`src/rtl/id_stage_pipe.sv`:
```
// id_stage_pipe: instruction-decode pipeline stage. It decodes an ARM-format
// word, reads two operands from a bypassed register file, flags data hazards
// against downstream writers, and hands the decoded bundle to execute through
// a valid/ready output register that is cleared by a taken-branch flush.
module id_stage_pipe #(
   parameter int DATA_W     = 32,
   parameter int REG_ADDR_W = 4,
   parameter int PC_W       = 32
) (
   input  logic                  clk,
   input  logic                  rst,
   input  logic                  in_valid,
   output logic                  in_ready,
   input  logic [31:0]           instruction,
   input  logic [PC_W-1:0]       pc,
   input  logic [3:0]            status,
   input  logic                  flush,
   input  logic                  wb_en,
   input  logic [REG_ADDR_W-1:0] wb_dest,
   input  logic [DATA_W-1:0]     wb_data,
   input  logic                  exe_wb_en,
   input  logic [REG_ADDR_W-1:0] exe_dest,
   input  logic                  mem_wb_en,
   input  logic [REG_ADDR_W-1:0] mem_dest,
   output logic                  out_valid,
   input  logic                  out_ready,
   output logic [3:0]            out_exec_cmd,
   output logic                  out_mem_read,
   output logic                  out_mem_write,
   output logic                  out_wb_en,
   output logic                  out_branch,
   output logic                  out_s,
   output logic                  out_imm,
   output logic [DATA_W-1:0]     out_reg1,
   output logic [DATA_W-1:0]     out_reg2,
   output logic [11:0]           out_shift_operand,
   output logic [23:0]           out_signed_imm,
   output logic [REG_ADDR_W-1:0] out_dest,
   output logic [REG_ADDR_W-1:0] out_src1,
   output logic [REG_ADDR_W-1:0] out_src2,
   output logic [PC_W-1:0]       out_pc,
   output logic                  hazard
);

   localparam int NREG = 1 << REG_ADDR_W;

   // Condition field evaluated against the {N,Z,C,V} flags.
   function automatic logic cond_pass(input logic [3:0] cond, input logic [3:0] flags);
      logic n, z, c, v, r;
      n = flags[3];
      z = flags[2];
      c = flags[1];
      v = flags[0];
      case (cond)
         4'b0000: r = z;
         4'b0001: r = !z;
         4'b0010: r = c;
         4'b0011: r = !c;
         4'b0100: r = n;
         4'b0101: r = !n;
         4'b0110: r = v;
         4'b0111: r = !v;
         4'b1000: r = c && !z;
         4'b1001: r = !c || z;
         4'b1010: r = (n == v);
         4'b1011: r = (n != v);
         4'b1100: r = !z && (n == v);
         4'b1101: r = z || (n != v);
         4'b1110: r = 1'b1;
         default: r = 1'b1;
      endcase
      return r;
   endfunction

   logic [DATA_W-1:0]     r_rf [NREG];
   logic                  r_out_valid;
   logic [3:0]            r_exec_cmd;
   logic                  r_mem_read, r_mem_write, r_wb_en, r_branch, r_s, r_imm;
   logic [DATA_W-1:0]     r_reg1, r_reg2;
   logic [11:0]           r_shift;
   logic [23:0]           r_simm;
   logic [REG_ADDR_W-1:0] r_dest, r_src1, r_src2;
   logic [PC_W-1:0]       r_pc;

   logic [1:0]            w_mode;
   logic [3:0]            w_opcode;
   logic                  w_s_bit, w_imm_bit, w_cond_ok;
   logic [3:0]            w_exec_cmd;
   logic                  w_mem_read, w_mem_write, w_wb_en, w_branch, w_s;
   logic [REG_ADDR_W-1:0] w_src1, w_src2, w_dest;
   logic                  w_use1, w_use2, w_hazard, w_in_ready, w_accept;
   logic [DATA_W-1:0]     w_reg1, w_reg2;

   assign w_mode    = instruction[27:26];
   assign w_imm_bit = instruction[25];
   assign w_opcode  = instruction[24:21];
   assign w_s_bit   = instruction[20];
   assign w_cond_ok = cond_pass(instruction[31:28], status);

   // Control decode from mode/opcode/S.
   always_comb begin
      w_exec_cmd  = 4'b0000;
      w_mem_read  = 1'b0;
      w_mem_write = 1'b0;
      w_wb_en     = 1'b0;
      w_branch    = 1'b0;
      w_s         = 1'b0;
      case (w_mode)
         2'b00: begin
            w_s = w_s_bit;
            case (w_opcode)
               4'b1101: begin w_exec_cmd = 4'b0001; w_wb_en = 1'b1; end // MOV
               4'b1111: begin w_exec_cmd = 4'b1001; w_wb_en = 1'b1; end // MVN
               4'b0100: begin w_exec_cmd = 4'b0010; w_wb_en = 1'b1; end // ADD
               4'b0101: begin w_exec_cmd = 4'b0011; w_wb_en = 1'b1; end // ADC
               4'b0010: begin w_exec_cmd = 4'b0100; w_wb_en = 1'b1; end // SUB
               4'b0110: begin w_exec_cmd = 4'b0101; w_wb_en = 1'b1; end // SBC
               4'b0000: begin w_exec_cmd = 4'b0110; w_wb_en = 1'b1; end // AND
               4'b1100: begin w_exec_cmd = 4'b0111; w_wb_en = 1'b1; end // ORR
               4'b0001: begin w_exec_cmd = 4'b1000; w_wb_en = 1'b1; end // EOR
               4'b1010: w_exec_cmd = 4'b0100;                            // CMP
               4'b1000: w_exec_cmd = 4'b0110;                            // TST
               default: w_exec_cmd = 4'b0000;
            endcase
         end
         2'b01: begin
            w_exec_cmd = 4'b0010;
            if (w_s_bit) begin
               w_mem_read = 1'b1;
               w_wb_en    = 1'b1;
            end else begin
               w_mem_write = 1'b1;
            end
         end
         2'b10:   w_branch = 1'b1;
         default: w_branch = 1'b0;
      endcase
   end

   // Stores read the data register through the second port.
   assign w_src1 = instruction[16 +: REG_ADDR_W];
   assign w_dest = instruction[12 +: REG_ADDR_W];
   assign w_src2 = w_mem_write ? instruction[12 +: REG_ADDR_W] : instruction[0 +: REG_ADDR_W];

   assign w_use1 = !((w_mode == 2'b00) && ((w_opcode == 4'b1101) || (w_opcode == 4'b1111)));
   assign w_use2 = w_mem_write || ((w_mode == 2'b00) && !w_imm_bit);

   assign w_hazard = in_valid &&
      ((w_use1 && ((exe_wb_en && (exe_dest == w_src1)) || (mem_wb_en && (mem_dest == w_src1)))) ||
       (w_use2 && ((exe_wb_en && (exe_dest == w_src2)) || (mem_wb_en && (mem_dest == w_src2)))));

   assign w_in_ready = rst && !w_hazard && !flush && (!r_out_valid || out_ready);
   assign w_accept   = in_valid && w_in_ready;

   // Same-cycle write-back is forwarded so a reader never sees stale data.
   assign w_reg1 = (wb_en && (wb_dest == w_src1)) ? wb_data : r_rf[w_src1];
   assign w_reg2 = (wb_en && (wb_dest == w_src2)) ? wb_data : r_rf[w_src2];

   // Register file: cleared in reset, otherwise written whenever wb_en is set.
   always_ff @(posedge clk) begin
      if (!rst) begin
         for (int i = 0; i < NREG; i++) r_rf[i] <= '0;
      end else if (wb_en) begin
         r_rf[wb_dest] <= wb_data;
      end
   end

   // Output register: reset, flush, load, bubble or hold under back-pressure.
   always_ff @(posedge clk) begin
      if (!rst) begin
         r_out_valid <= 1'b0;
         r_exec_cmd  <= 4'b0000;
         r_mem_read  <= 1'b0;
         r_mem_write <= 1'b0;
         r_wb_en     <= 1'b0;
         r_branch    <= 1'b0;
         r_s         <= 1'b0;
         r_imm       <= 1'b0;
         r_reg1      <= '0;
         r_reg2      <= '0;
         r_shift     <= 12'd0;
         r_simm      <= 24'd0;
         r_dest      <= '0;
         r_src1      <= '0;
         r_src2      <= '0;
         r_pc        <= '0;
      end else if (flush) begin
         r_out_valid <= 1'b0;
      end else if (w_accept) begin
         r_out_valid <= 1'b1;
         r_exec_cmd  <= w_cond_ok ? w_exec_cmd : 4'b0000;
         r_mem_read  <= w_cond_ok && w_mem_read;
         r_mem_write <= w_cond_ok && w_mem_write;
         r_wb_en     <= w_cond_ok && w_wb_en;
         r_branch    <= w_cond_ok && w_branch;
         r_s         <= w_cond_ok && w_s;
         r_imm       <= w_imm_bit;
         r_reg1      <= w_reg1;
         r_reg2      <= w_reg2;
         r_shift     <= instruction[11:0];
         r_simm      <= instruction[23:0];
         r_dest      <= w_dest;
         r_src1      <= w_src1;
         r_src2      <= w_src2;
         r_pc        <= pc;
      end else if (out_ready || !r_out_valid) begin
         r_out_valid <= 1'b0;
      end else begin
         r_out_valid <= r_out_valid;
      end
   end

   assign in_ready          = w_in_ready;
   assign hazard            = w_hazard;
   assign out_valid         = r_out_valid;
   assign out_exec_cmd      = r_exec_cmd;
   assign out_mem_read      = r_mem_read;
   assign out_mem_write     = r_mem_write;
   assign out_wb_en         = r_wb_en;
   assign out_branch        = r_branch;
   assign out_s             = r_s;
   assign out_imm           = r_imm;
   assign out_reg1          = r_reg1;
   assign out_reg2          = r_reg2;
   assign out_shift_operand = r_shift;
   assign out_signed_imm    = r_simm;
   assign out_dest          = r_dest;
   assign out_src1          = r_src1;
   assign out_src2          = r_src2;
   assign out_pc            = r_pc;

endmodule
```
`config.mk`:
```
export PLATFORM = sky130hd
export DESIGN_NAME = id_stage_pipe
export DESIGN_NICKNAME = d
export VERILOG_FILES = /design/src/rtl/id_stage_pipe.sv
export SDC_FILE = /design/constraint.sdc
export NUM_CORES = 1
export LEC_CHECK = 0
export BUFFER_PORTS_ARGS = -buffer_cell sky130_fd_sc_hd__clkbuf_2
export CORE_MARGIN = 2
export CORE_UTILIZATION = 40
export DETAILED_ROUTE_END_ITERATION = 7
export HOLD_SLACK_MARGIN = 0.03
export PLACE_DENSITY = 0.68
export SLEW_MARGIN = 20
export SYNTH_ARGS = -nofsm -noshare
export SYNTH_HDL_FRONTEND = slang
export SYNTH_SLANG_ARGS = --single-unit
```
`constraint.sdc`:
```
create_clock -name clk -period 3.85 [get_ports clk]
set_input_delay 0.5775 -clock clk [delete_from_list [all_inputs] [get_ports clk]]
set_output_delay 0.5775 -clock clk [all_outputs]
set_load 0.1 [all_outputs]
```
**After elaboration in Yosys (flattened, before gate mapping)**

Memory sizes are Yosys's and may differ from the RTL's. A register that Yosys moved wholly into a read port is not among the register bits.
Index checks and enable logic that the tools add are counted.

- Shifts and indexed selects: 0
- Eq/ne operators: 31
- $add $sub $neg: 0
- Multiplexer cells: 22
- Bitwise gates (word level): 2
- Multipliers: 0
- Reductions and logical operators: 49
- Order comparisons: 0
- Div/mod/pow operators: 0

Operators with widths:

| cell | count |
|---|---|
| equality test 4 bit (second input constant) | 11 |
| case mux 4 bit (9 select lines) | 1 |
| 2-to-1 mux 32 bit | 1 |
| OR reduction 32 bit | 1 |
| equality test 4 x 3 -> 1 bit (second input constant) | 7 |
| logical AND 1 bit | 20 |
| equality test 4 bit | 4 |
| 2-to-1 mux 1 bit | 14 |
| case mux 1 bit (14 select lines) | 1 |
| equality test 4 x 2 -> 1 bit (second input constant) | 3 |
| 2-to-1 mux 4 bit | 3 |
| logical NOT 1 bit | 11 |
| OR reduction 9 bit | 1 |
| equality test 4 x 1 -> 1 bit (second input constant) | 2 |
| logical NOT 4 bit | 2 |
| logical OR 1 bit | 8 |
| case mux 4 bit (2 select lines) | 1 |
| OR reduction 2 bit | 3 |
| equality test 2 x 1 -> 1 bit (second input constant) | 1 |
| equality test 2 bit (second input constant) | 1 |
| logical NOT 2 bit | 1 |
| NOT 1 bit | 2 |
| case mux 1 bit (2 select lines) | 1 |
| AND reduction 2 bit | 1 |
| 3 further kinds | 3 |

- Register bits: 91
- ROM bits: 0
- Latch bits: 0
- Bits in writable memories: 512
- Memories kept: 1

Memory list:

| memory | words | width | read ports | clocked after Yosys merged registers in | wr ports | line | text |
|---|---|---|---|---|---|---|---|
| r_rf | 16 | 32 | 2 | 2 | 16 | 75 | `logic [DATA_W-1:0] r_rf [NREG];` |

**Longest topological paths before layout**

Gate-level depths: netlist (run 1).

- Depth after elaboration: 15
- Gate-level depth with buffers: 13
- Gate-level depth less buffers: 7

**Worst setup path after synthesis (run 1)**

No wires, ideal clock.

- Path kind: input to output
- Start point: input port instruction[27]
- End point: output port in_ready
- Data required time: 3273 ps
- Stages on the path: 8
- Arrival: 3780 ps
- Slack: -507 ps
- Cells stage by stage: buf_6 or3b_1 buf_2 mux2i_2 xnor2_1 nor4_2 o21a_1 nor2b_1

- Cells in the longest elaborated chain, start to end: 13

Ends and longest elaborated chain:

| element | line | text |
|---|---|---|
| from (decl) | 14 | `input logic [31:0] instruction,` |
| equality test 2 x 1 -> 1 bit | 108 | `case (w_mode)` |
| 2-to-1 mux 1 bit | 108 |  |
| 2-to-1 mux 4 bit | 143 | `assign w_src2 = w_mem_write ? instruction[12 +: REG_ADDR_W] : instruction[0 +: REG_ADDR_W];` |
| equality test 4 bit | 150 | `(w_use2 && ((exe_wb_en && (exe_dest == w_src2)) \|\| (mem_wb_en && (mem_dest == w_src2)))));` |
| logical AND 1 bit | 150 |  |
| logical OR 1 bit | 150 |  |
| logical AND 1 bit | 150 |  |
| logical OR 1 bit * | 149 | `((w_use1 && ((exe_wb_en && (exe_dest == w_src1)) \|\| (mem_wb_en && (mem_dest == w_src1)))) \|\|` |
| logical AND 1 bit * | 148 | `assign w_hazard = in_valid &&` |
| named net hazard | 42 | `output logic hazard` |
| logical NOT 1 bit * | 152 | `assign w_in_ready = rst && !w_hazard && !flush && (!r_out_valid \|\| out_ready);` |
| logical AND 1 bit * (3 in series) | 152 |  |
| to (decl) | 13 | `output logic in_ready,` |

The timed path passes the listed nets; every way through them passes the cells marked *.

**Final worst setup path (run 1)**

- Start point: input port instruction[20]
- End point: output port in_ready

- Cells in the longest elaborated chain, start to end: 13

Ends and longest elaborated chain:

| element | line | text |
|---|---|---|
| 2-to-1 mux 1 bit * | 128 | `if (w_s_bit) begin` |
| 2-to-1 mux 1 bit * | 108 |  |
| 2-to-1 mux 4 bit | 143 |  |
| equality test 4 bit | 150 |  |
| logical AND 1 bit | 150 |  |
| logical OR 1 bit | 150 |  |
| logical AND 1 bit * | 150 |  |
| logical OR 1 bit * | 149 |  |
| logical AND 1 bit * | 148 |  |
| logical NOT 1 bit * | 152 |  |
| logical AND 1 bit * (3 in series) | 152 |  |

Mark *: on every way between the ends. The rest lies on a longest branch, timed or not.

==> Flow_metrics.wiki, run 1 <==
{| class="wikitable"
! Metric !! Value
|-
| Sum of net half-perimeters after detailed placement || 65000 microns
|-
| Total track usage || 25.0%
|-
| Number of vias per cell after detailed routing || between 5 and 6
|-
| Total standard cell area after synthesis || 0.0333 sq mm
|-
| Number of filler instances in the final layout || just over 7000
|-
| H-tree level count || 3
|-
| Maximum resistive drop on vdd || between 200 and 300 uV
|-
| TritonCTS clock tree || yes
|-
| Top cell type by total area after synthesis || sky130_fd_sc_hd__edfxtp_1
|-
| Core Box Area || 0.0822 sq mm
|-
| Run status || complete, no violations
|-
| Height of the chip || 292 microns
|-
| Critical path launch point type || input pin
|-
| Share of the synthesized area in the top cell type || 46.2%
|-
| Number of setup violations in the final report || 0
|-
| Ratio of final minimum period to clock period || between 90% and 100%
|-
| Clock transition at the registers of the reported paths || 0.06 ns
|-
| Clk_skew || 0.0258 ns
|-
| Crit Path Max Fanout || 10
|-
| Number of hold violations in the final report || 0
|-
| Total leakage power || 14.6 nW
|-
| Max Slew Vio Count || 0
|-
| Kind of capture point of the worst setup path || output port
|-
| Largest cells by area after synthesis || sky130_fd_sc_hd__edfxtp_1 (46%), sky130_fd_sc_hd__mux4_2 (11%), sky130_fd_sc_hd__and2_1 (9.7%)
|-
| Sequential element share of the synthesized area || between 50% and 60%
|-
| Detailed-routing iteration count for the pre-antenna-repair pass || 6
|-
| Worst slew margin || between 10% and 20%
|-
| Fmax || 288 MHz
|-
| Maximum number of pins on one net before global-route repair || 76
|-
| Max_cap viols || 0
|-
| Average instance area after synthesis || 12.5 sq um
|-
| Count of antenna-violating nets left after detailed routing || 0
|-
| Number of gates resized after CTS || 0
|-
| Effective utilization at floorplan || 40.4%
|-
| Area taken by flip-flops and latches || 0.0181 sq mm
|-
| Setup repair after global routing missed its margin || false
|-
| Routability cong. || 0.835
|-
| Final net count || between 2000 and 3000
|-
| Area occupied by multi-input gates || 0.0142 sq mm
|-
| Count of hold buffers inserted by post-cts repair || 0
|-
| Data required, critical path || 3.27 ns
|-
| Post-CTS Setup Repair Bufs || 0
|-
| Clock Root Buffer || sky130_fd_sc_hd__clkbuf_16
|-
| Number of synthesized flops with an enable pin || 512
|-
| Post-detailed-route wirelength per cell || about 27 microns
|-
| Net count after synthesis || 2787
|-
| Growth of design area from synthesis to finish || 16.0%
|-
| Via count of the first global-routing pass || 23200
|-
| Skew-Pair Late Insertion Delay || 0.62 ns
|-
| Top-level I/O count || 277
|-
| Final std cells w/o fill || 3978
|-
| Slew at the pin closest to its max-slew limit || 1.22 ns
|-
| Number of synthesized register bits || 647
|-
| Power density relative to cell area || 459 mW/mm^2
|-
| Gate count after technology mapping || 2667
|-
| Worst EP arrival || slightly below 3 ns
|-
| Sum of negative setup slack || 0 ns
|-
| Top cells by count, synth || sky130_fd_sc_hd__and2_1 (514), sky130_fd_sc_hd__edfxtp_1 (512), sky130_fd_sc_hd__mux2i_1 (262)
|-
| Cts bufs inserted || 71
|-
| Routed wire length || 109000 microns
|-
| Die area || 0.0855 sq mm
|-
| Placed cell count || 3843
|-
| Congestion Overflow GR || 0
|-
| Post-synthesis async set-or-reset flop share || 0%
|-
| Initial antenna violation count || 9
|-
| Leading cell type by number of instances after synthesis || sky130_fd_sc_hd__and2_1
|-
| CP Class || in -> out
|-
| Share of cells above drive strength 1 || about a quarter
|-
| Distinct cell type count of the synthesized netlist || 53
|-
| # DRC || 0
|-
| Via Count || 23700
|-
| Horizontal extent of the die || 292 microns
|-
| Predominant post-synthesis flop cell || sky130_fd_sc_hd__edfxtp_1
|-
| IO Port Bufs || 276
|-
| Worst min-delay path category || in -> reg
|-
| Initial DRC count || 2574
|-
| First-pass GRT wire length || around 160000 microns
|-
| Number of sinks driven by the clock tree || 647
|-
| Synthesis warning total || 0
|-
| Clock period minus worst slack || 3.47 ns
|-
| Cell Rows || 105
|-
| Longest Clk Path Bufs || 3
|}
path summary, 6_finish.rpt:
path | from | depth (start not counted) | slack (ns) | endpoint
setup / recovery | instruction[20] | 10 | 0.38 | in_ready
hold / removal | instruction[10] | 3 | 0.18 | out_shift_operand[10]$_SDFFE_PN0P_
setup reg to reg | out_valid$_SDFFE_PP0P_ | 7 | 1.87 | out_mem_write$_SDFFE_PN0P_
hold reg to reg | out_pc[17]$_SDFFE_PN0P_ | 2 | 0.45 | out_pc[17]$_SDFFE_PN0P_
routing by layer:
metal / wire, microns / vias up / global-route usage, %
met5: 24 / - / 0
li1: - / 10200 / -
met2: 49900 / 1493 / 39.7
met4: 4120 / 4 / 10.4
met1: 42600 / 11700 / 33.1
met3: 12000 / 254 / 5.75
cell usage in the layout, fill, tap and decap left out, types with 5 or more instances in the layout:
| cell type | synthesis | final |
|---|---|---|
| sky130_fd_sc_hd__and2_1 | 514 | 514 |
| sky130_fd_sc_hd__edfxtp_1 | 512 | 512 |
| sky130_fd_sc_hd__clkbuf_2 | 0 | 270 |
| sky130_fd_sc_hd__mux2i_1 | 262 | 261 |
| sky130_fd_sc_hd__nand2_1 | 205 | 199 |
| sky130_fd_sc_hd__mux4_2 | 161 | 161 |
| sky130_fd_sc_hd__dfxtp_1 | 135 | 135 |
| sky130_fd_sc_hd__o22ai_1 | 130 | 130 |
| sky130_fd_sc_hd__nand3_1 | 103 | 103 |
| sky130_fd_sc_hd__clkbuf_16 | 0 | 77 |
| sky130_fd_sc_hd__buf_4 | 28 | 69 |
| sky130_fd_sc_hd__nor2_1 | 80 | 68 |
| sky130_fd_sc_hd__a21boi_1 | 44 | 44 |
| sky130_fd_sc_hd__o21ai_0 | 50 | 38 |
| sky130_fd_sc_hd__a31oi_1 | 33 | 33 |
| sky130_fd_sc_hd__a211o_1 | 32 | 32 |
| sky130_fd_sc_hd__buf_12 | 0 | 32 |
| sky130_fd_sc_hd__clkbuf_1 | 156 | 21 |
| sky130_fd_sc_hd__a21boi_0 | 20 | 20 |
| sky130_fd_sc_hd__o21ai_4 | 0 | 14 |
| sky130_fd_sc_hd__xnor2_1 | 14 | 14 |
| sky130_fd_sc_hd__xor2_1 | 12 | 12 |
| sky130_fd_sc_hd__nor2b_1 | 12 | 11 |
| sky130_fd_sc_hd__clkbuf_8 | 0 | 10 |
| sky130_fd_sc_hd__nand2b_1 | 13 | 9 |
| sky130_fd_sc_hd__nor3_1 | 14 | 9 |
| sky130_fd_sc_hd__a21oi_1 | 9 | 9 |
| sky130_fd_sc_hd__clkinv_2 | 0 | 8 |
| sky130_fd_sc_hd__nor2_4 | 0 | 7 |
| sky130_fd_sc_hd__nand2_2 | 0 | 6 |
| sky130_fd_sc_hd__inv_1 | 5 | 5 |
| sky130_fd_sc_hd__nor3_2 | 0 | 5 |
| sky130_fd_sc_hd__o211a_1 | 5 | 5 |
| sky130_fd_sc_hd__nor2_2 | 0 | 5 |
| sky130_fd_sc_hd__clkinv_1 | 0 | 5 |
| sky130_fd_sc_hd__inv_6 | 0 | 5 |
logic make-up (layout without fill, tap and decap cells):
group | Yosys count | after routing | synth area share (%)
AO/OA/AOI/OAI | 340 | 340 | 6.85
XOR/XNOR | 26 | 26 | 0.685
buffers and inverters | 273 | 510 | 3.77
flip-flops | 647 | 647 | 54.3
multiplexers | 425 | 425 | 18.9
other | 0 | 4 | 0
AND/OR/NAND/NOR | 956 | 956 | 15.5
state kept, by name (all words and copies together) (netlist names), 4 cells and up:
name,count
out_exec_cmd,4
out_reg2,32
out_reg1,32
out_shift_operand,11
out_pc,32
r_rf,512
out_signed_imm,13
out_src2,4
layout make-up:
type	count	share of cell area [%]
Sequential cell	647	46.8
Multi-Input combinational cell	1747	36.9
Timing Repair Buffer	374	6.60
Clock buffer	109	5.57
Tap cell	1070	3.47
Clock inverter	22	0.577
Inverter	5	0.0486
Antenna cell	4	0.0259
stage by stage:
stage | instance area [sq um] | power [mW] | util (%) | hold WS, ns | setup WS (ns)
after global routing | 38600 | 18.2 | 46.9 | 0.174 | 0.280
after global placement | 36200 | 10.8 | 44.0 | 0.439 | 0.469
after floorplan | 33300 | 10.0 | - | 0.712 | -0.271
after detailed placement | 36200 | 10.9 | 44.0 | 0.445 | 0.408
final | 38600 | 17.7 | 46.9 | 0.178 | 0.378
after CTS | 38600 | 17.8 | 46.9 | 0.151 | 0.396
where the power goes:
part           internal, mW  switching [mW]  leakage (nW)
sequential             7.93           0.221          5.98
combinational         0.853            1.74          7.42
clock                  4.13            2.85          1.17
worst max-delay path, stage by stage:
cell                       delay [ns]
sky130_fd_sc_hd__clkbuf_2        0.09
sky130_fd_sc_hd__or3b_1          0.56
sky130_fd_sc_hd__buf_4           0.26
sky130_fd_sc_hd__mux2i_1         0.28
sky130_fd_sc_hd__o21ai_0         0.13
sky130_fd_sc_hd__o32ai_1         0.24
sky130_fd_sc_hd__buf_4           0.18
sky130_fd_sc_hd__o21a_1          0.28
sky130_fd_sc_hd__nor2b_2         0.10
sky130_fd_sc_hd__buf_12          0.18
Note: power is estimated with default switching activity, not from simulation.
==> inputs of run 2 (changes only) <==
--- a/config.mk
+++ b/config.mk
@@ -8,6 +8,7 @@
 export BUFFER_PORTS_ARGS = -buffer_cell sky130_fd_sc_hd__clkbuf_2
 export CORE_MARGIN = 2
 export CORE_UTILIZATION = 40
+export CTS_BUF_LIST = sky130_fd_sc_hd__clkbuf_8
 export DETAILED_ROUTE_END_ITERATION = 7
 export HOLD_SLACK_MARGIN = 0.03
 export PLACE_DENSITY = 0.68
==> run 2 against run 1 <==
Against the previous run:
- core utilization about the same
- clock skew up 0.011 ns
- sequential share of layout area hardly changed
- hold slack worse by 0.096 ns
- power down 4.9%
- sequential cell count is the same
- setup slack better by 0.016 ns
- critical path depth unchanged
- highest routed layer unchanged
- non-clock buffer count is 24 higher
==> Flow_metrics.wiki, run 2 (synthesis gave the netlist of run 1 again) <==
{| class="wikitable"
! Metric !! Value
|-
| Run status || complete, no violations
|-
| Hold_sp || pc[14]
|-
| Area taken by flip-flops and latches || 0.0181 sq mm (unchanged)
|-
| Power density relative to cell area || 437 mW/mm^2 (-4.9%)
|-
| Worst R2R Setup Slack || 1.86 ns (about the same)
|-
| Sum of net half-perimeters after detailed placement || 65000 microns (unchanged)
|-
| Clock Root Buffer || sky130_fd_sc_hd__clkbuf_8
|-
| Fmax || 289 MHz (+0.46%)
|-
| Placed cell count || 3843 (unchanged)
|-
| Count of antenna-violating nets left after detailed routing || 0 (unchanged)
|-
| Number of sinks driven by the clock tree || 647 (unchanged)
|-
| First-pass GRT wire length || 159000 microns (+0.90%)
|-
| Longest Clk Path Bufs || 3 (unchanged)
|-
| Worst slew margin || 21.1% (+2.8 points)
|-
| Max_cap viols || 0 (unchanged)
|-
| Endpoint with the worst hold slack || out_pc[14]$_SDFFE_PN0P_
|-
| Post-detailed-route wirelength per cell || 26.9 microns (-1.7%)
|-
| Fraction of power consumed by sequential logic || 48.3% (+2.3 points)
|-
| Part of the power in the clock network || 36.1% (-3.3 points)
|-
| Maximum resistive drop on vdd || 255 uV (-6.7%)
|-
| Internal power || 11.9 mW (-7.8%)
|-
| Crit Path Max Fanout || 10 (unchanged)
|-
| Switching power || 4.96 mW (+2.9%)
|-
| Slew at the pin closest to its max-slew limit || 1.18 ns (-0.0416 ns)
|-
| Clock period minus worst slack || 3.46 ns (-0.0159 ns)
|-
| CP Class || in -> out
|-
| Met3 routing resource usage after global routing || 5.86% (+0.11 points)
|-
| Via Count || 24000 (+1.6%)
|-
| Routability cong. || 0.835 (unchanged)
|-
| Max Slew Vio Count || 0 (unchanged)
|-
| Part of the total power dissipated in combinational logic || 15.5% (+0.8 points)
|-
| Reg-to-reg critical path endpoint || out_mem_write$_SDFFE_PN0P_
|-
| Top-level I/O count || 277 (unchanged)
|-
| Number of setup violations in the final report || 0 (unchanged)
|-
| Die area || 0.0855 sq mm (unchanged)
|-
| Critical path launch point type || input pin
|-
| Share of cells above drive strength 1 || 24.2% (+0.47 points)
|-
| Global-route layer with the greatest usage || met2
|-
| # DRC || 0 (unchanged)
|-
| H-tree level count || 3 (unchanged)
|-
| WHS Path Cells || 3 (unchanged)
|-
| Most common cell after layout, fill and taps aside || sky130_fd_sc_hd__and2_1
|-
| Data required, critical path || 3.27 ns (about the same)
|-
| Area occupied by multi-input gates || 0.0142 sq mm (unchanged)
|-
| Effective utilization at floorplan || 40.4% (unchanged)
|-
| Clock transition at the registers of the reported paths || 0.06 ns (about the same)
|-
| Worst min-delay path category || in -> reg
|-
| Cell Rows || 105 (unchanged)
|-
| Congestion Overflow GR || 0 (unchanged)
|-
| Final net count || 3029 (+2.1%)
|-
| Worst flop-to-flop path startpoint || out_valid$_SDFFE_PP0P_
|-
| Met2 Resource Use GR || 39.9% (+0.28 points)
|-
| Number of hold violations in the final report || 0 (unchanged)
|-
| Growth of design area from synthesis to finish || 16.1% (about the same)
|-
| Number of filler instances in the final layout || 7242 (+0.65%)
|-
| Ratio of final minimum period to clock period || 89.8% (-0.41 points)
|-
| Detailed-routing iteration count for the pre-antenna-repair pass || 6 (unchanged)
|-
| Via count of the first global-routing pass || 23600 (+1.6%)
|-
| Clk_skew || 0.0373 ns (+0.0115 ns)
|-
| Share of total power consumed by net switching || 29.4% (+2.2 points)
|-
| IO Port Bufs || 276 (unchanged)
|-
| Fraction of the core area covered by cells at the end of the flow || 46.9% (about the same)
|-
| Total track usage || 25.2% (+0.20 points)
|-
| Number of vias per cell after detailed routing || 5.89 (-0.99%)
|-
| Skew-Pair Late Insertion Delay || 0.77 ns (+0.15 ns)
|-
| Setup repair after global routing missed its margin || false
|-
| Worst EP arrival || 2.88 ns (about the same)
|-
| Routed wire length || 110000 microns (+0.87%)
|-
| Maximum number of pins on one net before global-route repair || 76 (unchanged)
|-
| Register ranked first by flip-flop count || r_rf
|-
| Max reg flops || 512 (unchanged)
|-
| Cts bufs inserted || 110 (+55%)
|-
| TritonCTS clock tree || yes
|-
| Core Box Area || 0.0822 sq mm (unchanged)
|-
| Kind of capture point of the worst setup path || output port
|-
| Total leakage power || 14.8 nW (+1.6%)
|-
| Number of gates resized after CTS || 0 (unchanged)
|-
| Height of the chip || 292 microns (unchanged)
|-
| Setup crit start || instruction[20]
|-
| Initial DRC count || 2580 (+0.23%)
|-
| Most frequent cells in the layout || sky130_fd_sc_hd__and2_1 (514), sky130_fd_sc_hd__edfxtp_1 (512), sky130_fd_sc_hd__clkbuf_2 (270), sky130_fd_sc_hd__mux2i_1 (261), sky130_fd_sc_hd__nand2_1 (199)
|-
| Initial antenna violation count || 10 (+1)
|-
| Global Route met1 Usage || 33.3% (+0.13 points)
|-
| Horizontal extent of the die || 292 microns (unchanged)
|-
| Final std cells w/o fill || 4081 (+2.6%)
|-
| Min Hold Slack || 0.0814 ns (-0.0962 ns)
|-
| Depth of the most critical reg-to-reg path || 7 (unchanged)
|}
-- run 2: cell count changes in the layout (fill, tap and decap cells not counted), moves of 2 or more --
| cell | change |
|---|---|
| sky130_fd_sc_hd__clkinv_8 | +2 |
| sky130_fd_sc_hd__clkbuf_1 | -21 |
| sky130_fd_sc_hd__clkinv_2 | +4 |
| sky130_fd_sc_hd__clkbuf_16 | -77 |
| sky130_fd_sc_hd__diode_2 | +2 |
| sky130_fd_sc_hd__clkinv_1 | +6 |
| sky130_fd_sc_hd__clkbuf_8 | +111 |
| sky130_fd_sc_hd__dlygate4sd3_1 | +24 |
| sky130_fd_sc_hd__inv_6 | -3 |
| sky130_fd_sc_hd__inv_1 | +54 |
-- run 2: layout make-up --
| class | count | share of cell area (%) |
|---|---|---|
| well taps | 1070 | 3.47 |
| inverters | 5 | 0.0486 |
| diodes | 6 | 0.0389 |
| repair buffers | 398 | 7.22 |
| clock buffers | 121 | 4.31 |
| multi-input cells | 1747 | 36.8 |
| flip-flops and latches | 647 | 46.8 |
| clock inverters | 87 | 1.24 |
-- run 2: power by group through the flow --
stage               logic (mW)  clock network (mW)  registers [mW]
detailed placement        2.58                   0            8.29
CTS                       2.61                6.17            8.14
global placement          2.56                   0            8.27
floorplan                 1.30                   0            8.74
global route              2.74                6.48            8.19
finish                    2.62                6.09            8.15
-- run 2: critical path: stages --
cell and delay, ns:
sky130_fd_sc_hd__clkbuf_2 0.09, sky130_fd_sc_hd__or3b_1 0.57, sky130_fd_sc_hd__buf_4 0.27, sky130_fd_sc_hd__mux2i_1 0.28
sky130_fd_sc_hd__o21ai_0 0.13, sky130_fd_sc_hd__o32ai_1 0.24, sky130_fd_sc_hd__buf_4 0.18, sky130_fd_sc_hd__o21a_1 0.27
sky130_fd_sc_hd__nor2b_2 0.10, sky130_fd_sc_hd__buf_12 0.17
-- run 2: per-stage QoR --
step	power, mW	worst slack, ns	area, sq um	setup TNS, ns
4_1_cts	16.9	0.394	38600	0
3_3_place_gp	10.8	0.469	36200	0
6_report	16.9	0.394	38600	0
5_1_grt	17.4	0.291	38600	0
3_5_place_dp	10.9	0.408	36200	0
2_1_floorplan	10.0	-0.271	33300	-70.92
-- run 2: timing repair --
| action | in CTS | in global routing |
|---|---|---|
| hold buffers | 24 | 0 |
| hold endpoints to repair | 24 | 0 |
| setup endpoints to repair | 0 | 0 |
| setup buffers | 0 | 0 |
-- run 2: worst max-delay path by stage --
stage	to
6_report	in_ready
5_1_grt	in_ready
4_1_cts	in_ready
3_5_place_dp	in_ready
3_3_place_gp	in_ready
2_1_floorplan	r_rf[1][0]$_SDFFCE_PN0P_
-- run 2: per-layer routing --
metal / routed length, microns / vias up / share of wire [%]
li1: - / 10300 / -
met3: 11900 / 269 / 11
met2: 50400 / 1480 / 46
met5: 31 / - / 0.028
met1: 43200 / 11900 / 39
met4: 4120 / 4 / 3.8
